`src/rtl/multicycle_control.sv`:
```
// Multi-cycle sequencer for the SCU-ISA datapath: FETCH/DECODE/EXEC/MEM/WB with
// memory-ready handshake, timeout watchdog, sticky traps and a retired-instruction counter.
module multicycle_control #(
  parameter int OPCODE_W = 4,
  parameter int ALUOP_W  = 3,
  parameter int TIMEOUT  = 16,
  parameter int CNT_W    = 16
) (
  input  logic                in_clk,
  input  logic                in_rst_n,
  input  logic [OPCODE_W-1:0] in_opcode,
  input  logic                in_mem_ready,
  output logic                out_ctrl_irwrt,
  output logic                out_ctrl_pcwrt,
  output logic                out_ctrl_regwrt,
  output logic                out_ctrl_memrd,
  output logic                out_ctrl_memwrt,
  output logic                out_ctrl_alusrc,
  output logic [ALUOP_W-1:0]  out_ctrl_aluop,
  output logic                out_ctrl_memtoreg,
  output logic                out_ctrl_branch,
  output logic                out_ctrl_btype,
  output logic                out_ctrl_jump,
  output logic [2:0]          out_state,
  output logic                out_illegal,
  output logic                out_timeout,
  output logic [CNT_W-1:0]    out_retired
);

  localparam int TW = $clog2(TIMEOUT);

  typedef enum logic [2:0] {
    FETCH  = 3'd0,
    DECODE = 3'd1,
    EXEC   = 3'd2,
    MEM    = 3'd3,
    WB     = 3'd4,
    TRAP   = 3'd7
  } state_t;

  localparam logic [3:0] OP_NOP  = 4'd0,  OP_SVPC = 4'd1,  OP_LD  = 4'd2,  OP_ST  = 4'd3;
  localparam logic [3:0] OP_ADD  = 4'd4,  OP_INC  = 4'd5,  OP_NEG = 4'd6,  OP_SUB = 4'd7;
  localparam logic [3:0] OP_J    = 4'd8,  OP_BRZ  = 4'd9,  OP_JM  = 4'd10, OP_BRN = 4'd11;

  localparam logic [ALUOP_W-1:0] ALU_ADD   = ALUOP_W'(0);
  localparam logic [ALUOP_W-1:0] ALU_SUB   = ALUOP_W'(1);
  localparam logic [ALUOP_W-1:0] ALU_INC   = ALUOP_W'(2);
  localparam logic [ALUOP_W-1:0] ALU_NEG   = ALUOP_W'(3);
  localparam logic [ALUOP_W-1:0] ALU_PASSB = ALUOP_W'(4);

  state_t        state, state_next;
  logic [3:0]    opcode_q;
  logic [TW-1:0] wcnt, wcnt_next;
  logic          legal, wait_limit, retire, set_illegal, set_timeout;

  // Only the low nibble is decoded, so it is all the opcode register keeps.
  assign legal      = ((in_opcode >> 4) == '0) && (in_opcode[3:0] < 4'd12);
  assign wait_limit = (wcnt == TW'(TIMEOUT - 1));
  assign out_state  = state;

  always_ff @(posedge in_clk or negedge in_rst_n) begin
    if (!in_rst_n) begin
      state       <= FETCH;
      opcode_q    <= '0;
      wcnt        <= '0;
      out_retired <= '0;
      out_illegal <= 1'b0;
      out_timeout <= 1'b0;
    end else begin
      state <= state_next;
      wcnt  <= wcnt_next;
      if (state == DECODE) opcode_q <= in_opcode[3:0];
      if (retire)          out_retired <= out_retired + CNT_W'(1);
      if (set_illegal)     out_illegal <= 1'b1;
      if (set_timeout)     out_timeout <= 1'b1;
    end
  end

  always_comb begin
    state_next        = state;
    wcnt_next         = '0;
    retire            = 1'b0;
    set_illegal       = 1'b0;
    set_timeout       = 1'b0;
    out_ctrl_irwrt    = 1'b0;
    out_ctrl_pcwrt    = 1'b0;
    out_ctrl_regwrt   = 1'b0;
    out_ctrl_memrd    = 1'b0;
    out_ctrl_memwrt   = 1'b0;
    out_ctrl_alusrc   = 1'b0;
    out_ctrl_aluop    = ALU_ADD;
    out_ctrl_memtoreg = 1'b0;
    out_ctrl_branch   = 1'b0;
    out_ctrl_btype    = 1'b0;
    out_ctrl_jump     = 1'b0;
    case (state)
      FETCH: begin
        out_ctrl_memrd = 1'b1;
        // Mealy strobes are held off while reset is asserted.
        out_ctrl_irwrt = in_mem_ready & in_rst_n;
        out_ctrl_pcwrt = in_mem_ready & in_rst_n;
        if (in_mem_ready) begin
          state_next = DECODE;
        end else if (wait_limit) begin
          state_next  = TRAP;
          set_timeout = 1'b1;
        end else begin
          wcnt_next = wcnt + TW'(1);
        end
      end
      DECODE: begin
        if (legal) begin
          state_next = EXEC;
        end else begin
          state_next  = TRAP;
          set_illegal = 1'b1;
        end
      end
      EXEC: begin
        state_next = FETCH;
        retire     = 1'b1;
        case (opcode_q)
          OP_ADD:  begin out_ctrl_aluop = ALU_ADD; state_next = WB; retire = 1'b0; end
          OP_SUB:  begin out_ctrl_aluop = ALU_SUB; state_next = WB; retire = 1'b0; end
          OP_INC:  begin out_ctrl_aluop = ALU_INC; state_next = WB; retire = 1'b0; end
          OP_NEG:  begin out_ctrl_aluop = ALU_NEG; state_next = WB; retire = 1'b0; end
          OP_SVPC: begin
            out_ctrl_aluop  = ALU_ADD;
            out_ctrl_alusrc = 1'b1;
            state_next      = WB;
            retire          = 1'b0;
          end
          OP_LD, OP_ST, OP_JM: begin
            out_ctrl_aluop = ALU_PASSB;
            state_next     = MEM;
            retire         = 1'b0;
          end
          OP_J:    out_ctrl_jump = 1'b1;
          OP_BRZ:  out_ctrl_branch = 1'b1;
          OP_BRN:  begin out_ctrl_branch = 1'b1; out_ctrl_btype = 1'b1; end
          default: ;
        endcase
      end
      MEM: begin
        if (opcode_q == OP_ST) out_ctrl_memwrt = 1'b1;
        else                   out_ctrl_memrd  = 1'b1;
        if (in_mem_ready) begin
          if (opcode_q == OP_LD) begin
            state_next = WB;
          end else begin
            state_next    = FETCH;
            retire        = 1'b1;
            out_ctrl_jump = (opcode_q == OP_JM);
          end
        end else if (wait_limit) begin
          state_next  = TRAP;
          set_timeout = 1'b1;
        end else begin
          wcnt_next = wcnt + TW'(1);
        end
      end
      WB: begin
        out_ctrl_regwrt   = 1'b1;
        out_ctrl_memtoreg = (opcode_q == OP_LD);
        state_next        = FETCH;
        retire            = 1'b1;
      end
      TRAP:    state_next = TRAP;
      default: state_next = TRAP;
    endcase
  end

endmodule

```
`config.mk`:
```
export PLATFORM = sky130hd
export DESIGN_NAME = multicycle_control
export DESIGN_NICKNAME = d
export VERILOG_FILES = /design/src/rtl/multicycle_control.sv
export SDC_FILE = /design/constraint.sdc
export NUM_CORES = 1
export LEC_CHECK = 0
export ABC_AREA = 0
export BUFFER_PORTS_ARGS = -buffer_cell sky130_fd_sc_hd__buf_2
export CAP_MARGIN = 30
export CORE_MARGIN = 2
export CORE_UTILIZATION = 32
export DETAILED_ROUTE_END_ITERATION = 8
export GPL_TIMING_DRIVEN = 0
export SYNTH_ARGS = -nofsm -noshare
export SYNTH_HDL_FRONTEND = slang
export SYNTH_SLANG_ARGS = --single-unit
```
`constraint.sdc`:
```
create_clock -name in_clk -period 2.1 [get_ports in_clk]
set_clock_uncertainty 0.1 [all_clocks]
set_input_delay 0.21 -clock in_clk [delete_from_list [all_inputs] [get_ports in_clk]]
set_output_delay 0.21 -clock in_clk [all_outputs]
set_load 0.02 [all_outputs]
```
# Word-level counts from Yosys, hierarchy flattened
# Cells that the tools add are included.
# W data, S select, Z words.
# word_totals
reg_bits,29
romBits,0
ram_bits,0
output_inout_bits,34
latch_bits,0
mem_count,0
elab_cells,70
# op_classes
bitwise_logic,1
addsub,2
n_mux,38
n_eq_ne,16
n_reduce_logical,6
multipliers,0
shift,0
div,0
order_cmp,1
# op_table
op,n
$mux W1,23
$eq A4 B4 Y1 const B,5
$mux W3,6
$add A16 B1 Y16 const B,1
$eq A4 B3 Y1 const B,4
$pmux W3 S5,1
$mux W4,3
$pmux W3 S4,1
$eq A4 B2 Y1 const B,2
$reduce_or A8 Y1,1
$eq A3 B2 Y1 const B,2
$pmux W3 S2,1
$reduce_or A5 Y1,1
$add A4 B1 Y4 const B,1
$eq A4 B1 Y1 const B,1
$lt A4 B4 Y1 const B,1
$pmux W1 S2,2
$reduce_or A2 Y1,2
$eq A3 B1 Y1 const B,1
$eq A3 B3 Y1 const B,1
$logic_not A3 Y1,1
$pmux W1 S3,1
$reduce_or A3 Y1,1
$and A1 B1 Y1,1

# Longest topological paths before layout
# Gate-level depths: netlist of the first run.
# logic_depth
depth_word,4
ltp_mapped,7

# Worst setup path after synthesis of the first run
# OpenSTA, ideal clock, no wires.
# synth_path
path_kind,register to output
start,reg state[1] (netlist: out_state[1])
end,out out_ctrl_btype
t_required_ns,1.790
path_stages_with_launch,6
path_buffers,0
path_slack_ns,-0.077
arrival_ns,1.867
cell_sequence,dfrtp_1 > inv_2 > nor3_2 > nand2_1 > nor3b_1 > and2_1
# synth_via
elab_chain_cells,2
# synth_lines
element,line_no,source
from (decl),51,"state_t state, state_next;"
from (signal assigned),70,state <= state_next;
$eq A3 B2 Y1,96,case (state)
$mux W1,96,
to (decl),22,"output logic out_ctrl_btype,"
# No other way between the ends.

# Worst setup path after layout of the first run
# layout_path
start,reg opcode_q[0]
end,reg out_retired[1]
# layout_via
elab_chain_cells,4
# layout_lines
element,line_no,source
from (decl),52,logic [3:0] opcode_q;
from (signal assigned),72,if (state == DECODE) opcode_q <= in_opcode[3:0];
$eq A4 B2 Y1 (tied with other cells),122,case (opcode_q)
$reduce_or A8 Y1 (no source line) / $mux W1 (equally long branches),--,
"$mux W1, on equally long branches","122, 147",
$pmux W1 S3 *,96,
to (signal assigned),73,if (retire) out_retired <= out_retired + CNT_W'(1);
to (decl),27,output logic [CNT_W-1:0] out_retired
# Mark *: on every way between the ends. The rest lies on a longest branch, timed or not.
# A chain may end at the register's enable or synchronous reset.

==> flow_metrics.tcl, run 1 <==
set metrics [dict create \
    core_area_sq_um 4820 \
    cts_sinks 29 \
    cp_max_fo 10 \
    powerDensity_nw_per_um2 1450 \
    synth-seq-area-share_pct 44.6 \
    drt_pre_antenna_iters 4 \
    synth_edf_count 0 \
    min_path_cells 2 \
    dp_hpwl_microns 2550 \
    syn_area_per_cell_sq_um 9.97 \
    ys_seq_elements 29 \
    grt_overflow_total 0 \
    path_cells "buf_2 -> nor4b_4 -> o32ai_2 -> a31oi_4 -> buf_6 -> mux2_1" \
    worst_path_max_delay_cell "nor4b_4" \
    area_growth_pct 25.8 \
    die_w_microns 75.3 \
    diodes 0 \
    cp.arrival_ns 2.04 \
    p_leak_nw 0.876 \
    io_buffer_count 40 \
    start_util_pct 33.7 \
    post-route-period-util_pct 94.2 \
    cpPeakStageDelay_ns 0.37 \
    grt_pass1_vias 1235 \
    hold_viol 0 \
    drt_iter0_markers 45 \
    drv_slew 0 \
    hold_ws_ns 0.0575 \
    max-cap-violations 0 \
    synth_flop_cell "dfrtp_1" \
    ant_nets 0 \
    synth_nets 172 \
    cp-start-kind "register" \
    grt_usage_pct 13.5 \
    clock_latency_ns 0.28 \
    die_y_microns 75.3 \
    ff2ff_path_depth 6 \
    route.vias.total 1361 \
    ir_drop_uv 829 \
    routed_wl_microns 3610 \
    finalSetupViolCount 0 \
    crit_required_ns 2.16 \
    netlist_area_sq_um 1630 \
    period_needed_ns 1.98 \
    async_flop_share_pct 100 \
    ys_warn_count 0 \
    tightest_slew_ns 0.445 \
    nNetsFinal 222 \
    max_freq_ghz 0.505 \
    endpoint_kind "register" \
    gp_congestion 0.806 \
    via_per_inst 4.86 \
    status "finished clean" \
    setup-tns-final_ns 0 \
    synthesis.instances 163 \
    htree_num_levels 2 \
    worstSetupPathType "reg -> reg" \
    cts_buffer_depth 2 \
    rsz0062_at_grt "false" \
    drive_above_1_share_pct 34.7 \
    dieArea_sq_um 5660 \
    slew_headroom_pct 70.1 \
    cts_made_buffers 5 \
    synth_cell_types 44 \
    remaining_drc_errors 0 \
    grt_antenna_before_repair 0 \
    wl_per_cell_microns 12.9 \
    cts-root-buf "clkbuf_8" \
    num_io_pins 41 \
    hp-class "in -> reg" \
    rows 25 \
    clk_pin_slew_ns 0.06 \
    cts_tree "built" \
    grt_max_degree 30 \
    grt_pass1_wl_microns 5730 \
]
logic make-up after synthesis:
logic type / share of synthesized area [%]
buffers and inverters: 4.54
adder cells (fa/ha/maj): 1.54
XOR/XNOR: 9.70
AND/OR/NAND/NOR: 27.3
flip-flops: 44.6
multiplexers: 3.46
AO/OA/AOI/OAI: 8.78
flip-flops by register name, indices dropped and copies added (netlist names):
name,cells
out_retired,16
opcode_q,4
wcnt,4
out_state,3
out_illegal,1
out_timeout,1
timing repair:
action | 4_1_cts | 5_1_grt
setup endpoints to repair | 0 | 2
hold buffers | 2 | 0
hold endpoints to repair | 29 | 0
gates resized for setup | 0 | 1
setup buffers | 0 | 1
power breakdown:
| group | internal (mW) | switching (mW) | leakage, nW |
|---|---|---|---|
| sequential | 0.744 | 0.177 | 0.331 |
| clock | 0.260 | 0.210 | 0.0443 |
| combinational | 0.605 | 0.967 | 0.501 |
routing by layer:
layer / track usage [%] / up-vias / part of all wire [%]
met5: 0 / - / 0
met4: 4.09 / 0 / 1.2
met3: 4.69 / 6 / 5.9
met2: 21.8 / 42 / 45
met1: 17.1 / 646 / 48
li1: - / 667 / -
critical path: cells and delay by family (launching register included):
family | cells | cell delay, ns
AND/OR/NAND/NOR | 1 | 0.37
buffers and inverters | 2 | 0.36
flip-flops | 1 | 0.35
AO/OA/AOI/OAI | 2 | 0.35
multiplexers | 1 | 0.32
Yosys cell counts (2+ instances only):
master,count,area (sq um)
and2_1,2,12.5
nor2_1,13,48.8
nand2b_1,2,12.5
a21oi_1,6,30.0
o21ai_0,4,20.0
xnor2_1,5,43.8
ha_1,2,25.0
inv_1,5,18.8
mux2_2,4,45.0
nand3_1,7,35.0
buf_2,5,25.0
dfrtp_1,29,726
and4b_1,2,20.0
nand4_1,2,12.5
nor3_2,6,60.1
clkbuf_1,2,7.51
xor2_1,13,114
nor3_1,5,25.0
and3_1,4,25.0
nor4_1,6,37.5
nor3b_1,2,15.0
nand2_1,15,56.3
worst paths after layout:
path / start / to / slack [ns]
worst max register to register: opcode_q[0] / out_retired[1] / 0.12
worst min register to register: out_retired[15] / out_retired[15] / 0.37
max in group asynchronous: in_rst_n / out_state[1] / 1.36
worst max-delay path: opcode_q[0] / out_retired[1] / 0.12
worst min-delay path: in_opcode[0] / opcode_q[0] / 0.06
min in group asynchronous: in_rst_n / out_retired[14] / 0.38
cell type report:
class,instances,area (sq um)
inverter,6,22.5
sequential,29,726
tap,67,83.8
timing repair buffer,43,238
buffer,9,51.3
multi-input combinational,119,837
clock buffer,7,86.3
fill,536,2770
through the flow:
stage                     cells  utilization (%)  instance area [sq um]  power (mW)  setup WS (ns)
after floorplan             163                -                   1630        2.07         0.0824
after CTS                   279             42.2                   2030        2.96         0.0176
after global placement      270             39.7                   1910        2.45         0.0305
after detailed placement    270             39.7                   1910        2.47         0.0379
after global routing        280             42.4                   2040        3.19        0.00440
final                       280             42.4                   2040        2.96          0.121
placed cells by master, fill, tap and decap left out, drive strengths merged, types with 4 or more instances in the layout:
cell,Yosys,final
nand2,16,16
nand3,7,7
o21ai,5,5
buf,7,49
and3,4,4
a21oi,6,6
nor3,11,11
inv,6,6
xnor2,5,5
xor2,13,13
mux2,5,5
clkbuf,2,9
nor4,6,6
dfrtp,29,29
nor2,13,13
(Power assumes the default switching activity.)
==> inputs of run 2 (changes only) <==
CAP_MARGIN = 0   (was 30)
CORE_UTILIZATION = 35   (was 32)
PLACE_DENSITY_LB_ADDON = 0.12   (was not set)
==> run 2 against run 1 <==
Utilization rose by 4.0 points. Global-route usage is 1.4 points higher. Clock power is 7.5% higher. Cell count shrank 5.0%. Via count decreased by 0.22%. Non-clock buffer count unchanged. Routed wire length grew 1.1%. Sequential power rose by 0.4%. Sequential share of layout area shrank 0.13 points. Clock-buffer cell count unchanged. Die area decreased by 8.1%.
==> flow_metrics.tcl, run 2 (synthesis gave the netlist of run 1 again) <==
set metrics [dict create \
    cts_made_buffers 5 \
    cp.arrival_ns 2.06 \
    seqPwrFrac_pct 30.6 \
    fin_total_pwr_mw 3.02 \
    post-route-period-util_pct 95.3 \
    hold_ws_ns 0.0673 \
    via_per_inst 5.11 \
    p_switching_mw 1.38 \
    setup-tns-final_ns 0 \
    fin_ws_ns 0.0987 \
    wl_per_cell_microns 13.7 \
    dp_hpwl_microns 2700 \
    dieArea_sq_um 5200 \
    grt_pass1_wl_microns 5980 \
    cts_sinks 29 \
    remaining_drc_errors 0 \
    gp_congestion 0.832 \
    p_int_mw 1.65 \
    tightest_slew_ns 0.424 \
    worst_path_max_delay_cell "nor4b_4" \
    final_common_cell "buf_2" \
    num_io_pins 41 \
    grt_pass1_vias 1327 \
    cp_max_fo 10 \
    registers.top_by_ff_count "out_retired" \
    grt_max_degree 30 \
    rows 24 \
    switching_share_pct 45.5 \
    drt_iter0_markers 88 \
    route.vias.total 1358 \
    clock_latency_ns 0.28 \
    start_util_pct 36.8 \
    drv_slew 0 \
    cpPeakStageDelay_ns 0.37 \
    grt_usage_pct 14.9 \
    hold_viol 0 \
    nNetsFinal 222 \
    area_growth_pct 26.3 \
    path_cells "buf_2 -> nor4b_4 -> o32ai_2 -> a31oi_4 -> buf_6 -> mux2_1" \
    dp_slack_ns 0.0353 \
    p_comb_share_pct 52.7 \
    drive_above_1_share_pct 36.4 \
    p_leak_nw 0.888 \
    htree_num_levels 2 \
    clk_pin_slew_ns 0.06 \
    reg_top3 "out_retired: 16 flops, opcode_q: 4 flops, wcnt: 4 flops" \
    slew_headroom_pct 71.6 \
    critical-path-top-delay-family "simple AND/OR/NAND/NOR gates" \
    ant_nets 0 \
    cp-start-kind "register" \
    max_freq_ghz 0.500 \
    path_buf_inv 2 \
    endpoint_kind "register" \
    cts-root-buf "clkbuf_8" \
    regArea_sq_um 726 \
    rsz0062_at_grt "true" \
    final_cell_mix "buf_2 (45), dfrtp_1 (29), nand2_1 (15), xor2_1 (13), nor2_1 (13)" \
    core_area_sq_um 4410 \
    multi_input_area_sq_um 848 \
    ir_drop_uv 766 \
    grt_overflow_total 0 \
    status "finished clean" \
    cts_tree "built" \
    max-cap-violations 0 \
    fill_cells 453 \
    io_buffer_count 40 \
    clock_power_share_pct 16.7 \
    drt_pre_antenna_iters 4 \
    cts_buffer_depth 2 \
    largest_reg_flops 16 \
    die_y_microns 72.1 \
    finalSetupViolCount 0 \
    crit_required_ns 2.16 \
    period_needed_ns 2.00 \
    diodes 0 \
    routed_wl_microns 3650 \
    worstSetupPathType "reg -> reg" \
    grt_antenna_before_repair 0 \
    die_w_microns 72.1 \
    hp-class "in -> reg" \
    powerDensity_nw_per_um2 1470 \
]
[run 2: per-stage QoR]
stage	utilization (%)	cells	instance area (sq um)
after global routing	46.5	266	2050
final	46.5	266	2050
after detailed placement	42.9	255	1900
after floorplan	-	163	1630
after global placement	42.9	255	1900
after CTS	45.9	265	2030
[run 2: layout make-up]
class,count,share of cell area [%]
buffer,9,2.50
clock buffer,7,4.70
clock inverter,1,0.244
inverter,6,1.10
multi-input combinational,119,41.3
sequential,29,35.4
tap,52,3.17
timing repair buffer,43,11.6
[run 2: timing repair]
action,in CTS,in global routing
buffers inserted,0,1
hold buffers,2,0
gates resized for setup,0,3
endpoints found under the hold margin,29,0
endpoints found under the setup margin,0,5
[run 2: power by group through the flow]
stage / clock (mW) / sequential [mW] / combinational, mW
floorplan: 0 / 1.06 / 1.00
global placement: 0 / 0.913 / 1.52
detailed placement: 0 / 0.925 / 1.56
CTS: 0.519 / 0.918 / 1.57
global route: 0.550 / 0.957 / 1.74
finish: 0.504 / 0.926 / 1.60
[run 2: final timing paths]
check,start,endpoint,slack [ns],cells past startpoint
hold / removal,in_opcode[1],opcode_q[1],0.07,2
setup / recovery,opcode_q[0],out_retired[1],0.1,6
hold reg to reg,wcnt[0],wcnt[0],0.37,1
max in group asynchronous,in_rst_n,out_retired[10],1.40,3
min in group asynchronous,in_rst_n,wcnt[3],0.33,3
setup reg to reg,opcode_q[0],out_retired[1],0.1,6
[run 2: routing by layer]
metal	routed length, microns	track usage (%)
met1	1530	18.4
met2	1830	24.2
met3	242	5.42
met4	45	5.03
met5	0	0
